$ cat config.mk
export PLATFORM = sky130hd
export DESIGN_NAME = fe_fetch_redirect
export DESIGN_NICKNAME = d
export VERILOG_FILES = /design/src/rtl/fe_fetch_redirect.sv
export SDC_FILE = /design/constraint.sdc
export NUM_CORES = 1
export LEC_CHECK = 0
export BUFFER_PORTS_ARGS = -buffer_cell sky130_fd_sc_hd__buf_2
export CAP_MARGIN = 25
export CELL_PAD_IN_SITES_DETAIL_PLACEMENT = 2
export CELL_PAD_IN_SITES_GLOBAL_PLACEMENT = 2
export CORE_MARGIN = 2
export CORE_UTILIZATION = 30
export CTS_CLUSTER_SIZE = 20
export DETAILED_ROUTE_END_ITERATION = 8
export PLACE_DENSITY_LB_ADDON = 0.1
export REMOVE_ABC_BUFFERS = 1
export SYNTH_ARGS = -nofsm -noshare
export SYNTH_HDL_FRONTEND = slang
export SYNTH_SLANG_ARGS = --single-unit
$ cat constraint.sdc
create_clock -name clk -period 6.3 [get_ports clk]
set_input_delay 1.575 -clock clk [delete_from_list [all_inputs] [get_ports clk]]
set_output_delay 1.575 -clock clk [all_outputs]
set_load 0.02 [all_outputs]
$ cat src/rtl/fe_fetch_redirect.sv
// fe_fetch_redirect
//
// Fetch-stage PC sequencer and instruction buffer. Issues one instruction
// memory read per cycle when there is room downstream, absorbs decode
// back-pressure with a one-entry skid buffer, and squashes wrong-path
// fetches when execute signals a taken branch or jump.
//
// Ports
//   clk, reset      : clock, synchronous active-high reset
//   redirect_valid  : taken branch / jump from execute this cycle
//   redirect_pc     : redirect target (low two bits forced to zero)
//   stall           : decode cannot accept a new fetch-latch value
//   imem_addr       : instruction memory read address (combinational)
//   imem_rdata      : read data, returned one cycle after the address
//   fe_valid        : fetch latch holds a valid instruction
//   fe_inst         : fetched instruction
//   fe_pc           : PC of fe_inst
//   fe_pcplus       : fe_pc + 4
//   fe_inst_count   : sequence number of fe_inst, 1 for the first after reset
module fe_fetch_redirect #(
    parameter int              DBITS    = 32,
    parameter int              INSTBITS = 32,
    parameter logic [DBITS-1:0] RESET_PC = '0
) (
    input  logic                clk,
    input  logic                reset,
    input  logic                redirect_valid,
    input  logic [DBITS-1:0]    redirect_pc,
    input  logic                stall,
    output logic [DBITS-1:0]    imem_addr,
    input  logic [INSTBITS-1:0] imem_rdata,
    output logic                fe_valid,
    output logic [INSTBITS-1:0] fe_inst,
    output logic [DBITS-1:0]    fe_pc,
    output logic [DBITS-1:0]    fe_pcplus,
    output logic [DBITS-1:0]    fe_inst_count
);

    localparam logic [DBITS-1:0] WORD_MASK = {{(DBITS-2){1'b1}}, 2'b00};
    localparam logic [DBITS-1:0] PC_STEP   = DBITS'(4);
    localparam logic [DBITS-1:0] CNT_STEP  = DBITS'(1);

    logic [DBITS-1:0]    pc_q;
    logic                req_v_q;
    logic [DBITS-1:0]    req_pc_q;
    logic                skid_v_q;
    logic [INSTBITS-1:0] skid_inst_q;
    logic [DBITS-1:0]    skid_pc_q;
    logic [DBITS-1:0]    cnt_q;

    logic [DBITS-1:0]    redirect_tgt;
    logic                adv;
    logic                latch_from_skid;
    logic                latch_from_arr;
    logic                skid_load;
    logic                skid_v_next;
    logic                issue;

    // Word-align the target by masking so every bit of the port is consumed.
    assign redirect_tgt = redirect_pc & WORD_MASK;

    always_comb begin
        adv             = !stall || !fe_valid;
        // The skid always has priority so instructions leave in order.
        latch_from_skid = adv && skid_v_q;
        latch_from_arr  = adv && !skid_v_q && req_v_q;
        // An arrival the latch does not take parks in the skid.
        skid_load       = req_v_q && (!adv || skid_v_q);
        if (skid_load)
            skid_v_next = 1'b1;
        else if (adv)
            skid_v_next = 1'b0;
        else
            skid_v_next = skid_v_q;
        // Only fetch when the skid will be free to catch the returning data.
        issue = !skid_v_next;

        if (reset)
            imem_addr = RESET_PC;
        else if (redirect_valid)
            imem_addr = redirect_tgt;
        else
            imem_addr = pc_q;
    end

    // ---- Control and fetch-latch stage ----
    always_ff @(posedge clk) begin
        if (reset) begin
            pc_q     <= RESET_PC;
            req_v_q  <= 1'b0;
            skid_v_q <= 1'b0;
            fe_valid <= 1'b0;
            fe_inst  <= '0;
            fe_pc    <= '0;
            cnt_q    <= '0;
        end else if (redirect_valid) begin
            // Redirect beats stall: the latch and skid hold wrong-path work.
            pc_q     <= redirect_tgt + PC_STEP;
            req_v_q  <= 1'b1;
            skid_v_q <= 1'b0;
            fe_valid <= 1'b0;
        end else begin
            req_v_q  <= issue;
            skid_v_q <= skid_v_next;
            if (issue)
                pc_q <= pc_q + PC_STEP;
            if (adv) begin
                fe_valid <= latch_from_skid || latch_from_arr;
                if (latch_from_skid) begin
                    fe_inst <= skid_inst_q;
                    fe_pc   <= skid_pc_q;
                    cnt_q   <= cnt_q + CNT_STEP;
                end else if (latch_from_arr) begin
                    fe_inst <= imem_rdata;
                    fe_pc   <= req_pc_q;
                    cnt_q   <= cnt_q + CNT_STEP;
                end
            end
        end
    end

    // ---- Request and skid data stage ----
    always_ff @(posedge clk) begin
        if (redirect_valid)
            req_pc_q <= redirect_tgt;
        else if (issue)
            req_pc_q <= pc_q;
        if (skid_load) begin
            skid_inst_q <= imem_rdata;
            skid_pc_q   <= req_pc_q;
        end
    end

    assign fe_pcplus     = fe_pc + PC_STEP;
    assign fe_inst_count = cnt_q;

endmodule

==> flow_results.org <==
** Yosys
- Share of Yosys cell area claimed by the top area cell type :: 28.6%
- Top post-synthesis cells by area :: sky130_fd_sc_hd__edfxtp_1, sky130_fd_sc_hd__dfxtp_1, sky130_fd_sc_hd__o221ai_1
- Fraction of the mapped netlist area in compound gates :: 15.1%
- Post-synthesis adder-cell area fraction :: 0.389%
- Total of warnings raised by yosys :: 0
- After synthesis, the largest family of logic cells by area is simple AND/OR/NAND/NOR gates.
- Share of flip-flops with an asynchronous set or reset after synthesis :: 0%
- Synth Area in XOR/XNOR :: 5.09%
- After Yosys synthesis, and, or, nand and nor cells account for 16.9% of the synthesized area.
- After synthesis, the mean cell area works out to 10.1 µm².
- For this run, the leading register cell type out of synthesis is sky130_fd_sc_hd__dfxtp_1.
- Cell variety after synth :: 59
- Post-Synthesis Cells :: 954
- In the synthesized netlist, mux cells make up 3.07% of the area.
- After synthesis the cells add up to 0.00964 mm².
- Number of flip-flops and latches in the synthesized netlist :: 219
- Of all cell types, the one taking the most synthesized area is sky130_fd_sc_hd__edfxtp_1.
- The share of the Yosys chip area taken by registers is 55.0%.
- Number of flops mapped to enable cells by yosys :: 92

** Setup path
- Worst-path cell with the longest stage delay :: sky130_fd_sc_hd__buf_2
- Tracing the worst setup path back leads to its startpoint at redirect_valid.
- The number of cells on the worst reg-to-reg path is 8.
- Kind of cell with the highest combined delay on the critical path :: buffers and inverters
- Startpoint of the lowest-slack register-to-register path :: pc_q[2]$_SDFFE_PP0P_
- CP max stage delay :: 0.56 ns
- In this run the critical register-to-register path is captured at pc_q[26]$_SDFFE_PP0P_.
- Worst Setup Path Type :: input pin to output pin
- Arrival time worst endpoint :: 3.25 ns
- The worst setup path is captured at an output pin.
- In this run the worst path has a maximum fanout of 32.
- STA puts the critical path data required time at 4.72 ns.
- Levels on crit path :: 5
- The worst register-to-register path has a setup slack of 3.43 ns.
- Count of buffer and inverter cells on the critical path :: 3
- Among the stages of the critical path, the cell type that occurs most often is sky130_fd_sc_hd__buf_2.
- The worst setup path is launched from an input pin.
- The critical path goes through buf_2 > buf_4 > mux2i_1 > nor2_1 > buf_2.

** Routing
- Vias :: 8,317
- Before antenna repair, the detailed router went through 6 iterations.
- Initial DRC count :: 345
- Final WL :: 32.0 mm
- Total DRC errors in the routed layout :: 0
- Once detail routing completed, the nets flagged for antenna violations numbered 0.
- Detailed-route vias per instance :: 5.25
- In the final routed layout, each cell accounts on average for 20.2 µm.

** Global routing
- Global routing used 26.9% of the available met1 tracks.
- Global routing usage summed across all routing layers :: 18.9%
- For this run the aggregate overflow at the end of global routing stands at 0.
- Number of global-route vias before repair :: 8,617
- In this run the most used layer during global routing was met2.
- Maximum number of pins on one net before global-route repair :: 65
- Initial antenna violation count :: 2
- Global routing used 31.1% of the available met2 tracks.
- For this run, global-route usage on met3 was measured as 2.54%.
- Global-route wire length before repair :: 50.8 mm

** Finish
- Proportion of layout cells with a drive suffix above 1 :: 24.7%
- Area added between synthesis and finish :: 24.2%
- Most common library cell in the layout ignoring fill and taps :: sky130_fd_sc_hd__buf_2
- In the layout the commonest cells are sky130_fd_sc_hd__buf_2, sky130_fd_sc_hd__dfxtp_1, sky130_fd_sc_hd__nand2_1.
- Total number of nets in the final design :: 1,231

** Timing
- Unrepaired setup endpoints after global routing :: no
- Hold Violations, Final :: 0
- Worst relative slew slack :: 32.1%
- For the pin with the worst max-slew slack, the measured transition is 1.02 ns.
- Across the routed clock network, the largest skew measured is 0.0134 ns.
- The count of pins over their slew limit is 0.
- Count of endpoints failing setup in the final report :: 0
- Setup TNS after final layout :: 0 ns
- Minimum period implied by the final worst setup slack :: 4.82 ns
- For this run, the top clock speed supported by timing is 0.207 GHz.
- Final worst-path cycle share :: 76.6%

** Run status
- Result of the run :: completed

** Worst hold path
- The path with the worst hold slack has its endpoint at fe_inst[25]$_SDFFE_PP0P_.
- In this run the most critical hold path is launched from fe_inst[25]$_SDFFE_PP0P_.
- The tightest min-delay check is of the flip-flop to flip-flop type.
- Along the worst hold path, the cell count comes to 2.

** Clocking
- CTS resizes :: 0
- CTS Root Buffer Type :: sky130_fd_sc_hd__clkbuf_16
- Clock-pin slew was measured on the worst setup and hold paths at 0.05 ns.
- # clock sinks :: 219
- Clock latency on the worst-skew pair, taken at its later pin, is 0.52 ns.
- Post-CTS Hold Buffers :: 0
- CTS tree :: done
- Post-CTS timing repair inserted 0 buffers for setup.
- TritonCTS created 27 clock buffers.
- Bufs on Longest Clock Path :: 3
- Maximum level of the CTS H-tree :: 1

** Floorplan
- During I/O placement, the number of pins put on the boundary was 229.
- Row cnt :: 65
- Total Die Area :: 0.0336 mm²
- Starting density of the core :: 30.5%
- Measured along the x axis, the die boundary spans 183 µm.
- Core Region :: 0.0316 mm²
- Chip Height :: 183 µm

** Power and ir drop
- Dividing total power by cell area gives a power density of 281 mW/mm².
- IR analysis of the VDD net gives a maximum drop of 202 µV.
- Leakage power figure :: 4.73 nW
- After layout, the design draws a total of 3.36 mW.

** Job
- Across the run, the number of max-cap violations was 0.

** Placement
- Gpl congestion :: 0.744
- Quantity of I/O buffers inserted on ports :: 220
- Once detailed placement completed, the half-perimeter wirelength came to 22.0 mm.
worst max-delay path by stage:
stage | slack, ns | to
final | 1.48 | imem_addr[30]
after global routing | 1.37 | imem_addr[24]
after CTS | 1.46 | imem_addr[30]
after detailed placement | 1.43 | pc_q[26]$_SDFFE_PP0P_
after global placement | 1.46 | imem_addr[30]
after floorplan | -0.45 | skid_inst_q[0]$_DFFE_PP_
cell usage after synthesis (9+ instances only):
cell type                    n
sky130_fd_sc_hd__clkbuf_1   47
sky130_fd_sc_hd__edfxtp_1   92
sky130_fd_sc_hd__xor2_1     10
sky130_fd_sc_hd__a21oi_1    92
sky130_fd_sc_hd__nor2_1     64
sky130_fd_sc_hd__o21ai_0    20
sky130_fd_sc_hd__nor3_1     15
sky130_fd_sc_hd__inv_1      39
sky130_fd_sc_hd__nand3b_1   13
sky130_fd_sc_hd__xnor2_1    46
sky130_fd_sc_hd__mux2i_1    24
sky130_fd_sc_hd__nand3_1    34
sky130_fd_sc_hd__nor4_1     13
sky130_fd_sc_hd__or4_1       9
sky130_fd_sc_hd__nand4_1    21
sky130_fd_sc_hd__o221ai_1   62
sky130_fd_sc_hd__or3_1      16
sky130_fd_sc_hd__nand2_1   107
sky130_fd_sc_hd__dfxtp_1   127
state kept, by name, summed over array words and instances (netlist names):
register and cells:
req_v_q 1, skid_inst_q 32, fe_inst_count 32, fe_pc 30, skid_pc_q 30, fe_valid 1, fe_inst 32, req_pc_q 30
pc_q 30, skid_v_q 1
power by group:
group / internal (mW) / switching [mW] / total (mW)
registers: 1.54 / 0.0467 / 1.59
logic: 0.104 / 0.206 / 0.310
clock network: 0.869 / 0.593 / 1.46
total: 2.52 / 0.847 / 3.36
layout make-up:
type / instances / area (µm²)
sequential: 219 / 5310
timing repair buffer: 235 / 1220
multi-input combinational: 635 / 3960
antenna: 1 / 2.50
clock buffer: 37 / 753
inverter: 42 / 158
tap: 402 / 503
clock inverter: 12 / 78.8
fill: 3518 / 19700
per-layer routing:
metal	part of all wire, %	vias to the layer above
met4	1.2	2
met3	4.6	31
met2	46	187
met5	0.041	-
met1	48	4164
li1	-	3933
worst min-delay path: stages, from the launching register on:
cell	delay, ns
sky130_fd_sc_hd__dfxtp_1	0.30
sky130_fd_sc_hd__nand2_1	0.05
sky130_fd_sc_hd__a21oi_1	0.05
through the flow:
step	utilization [%]	cell area (µm²)	hold slack, ns	cells	worst slack (ns)
global route	37.9	12000	0.465	1583	1.37
CTS	37.8	12000	0.450	1582	1.46
detailed placement	35.2	11100	0.440	1533	1.43
floorplan	-	9390	0.426	896	-0.452
global placement	35.2	11100	0.434	1533	1.46
finish	37.9	12000	0.448	1583	1.48
cells by family (layout without fill, tap and decap cells):
family / Yosys count / in the layout
muxes: 29 / 29
other: 1 / 7
DFF: 219 / 219
AOI/OAI and AO/OA: 216 / 216
and+or+nand+nor: 325 / 325
adders and majority gates: 3 / 3
xor gates and xnor gates: 56 / 56
buffers and inverters: 105 / 326
(Power assumes the default switching activity.)
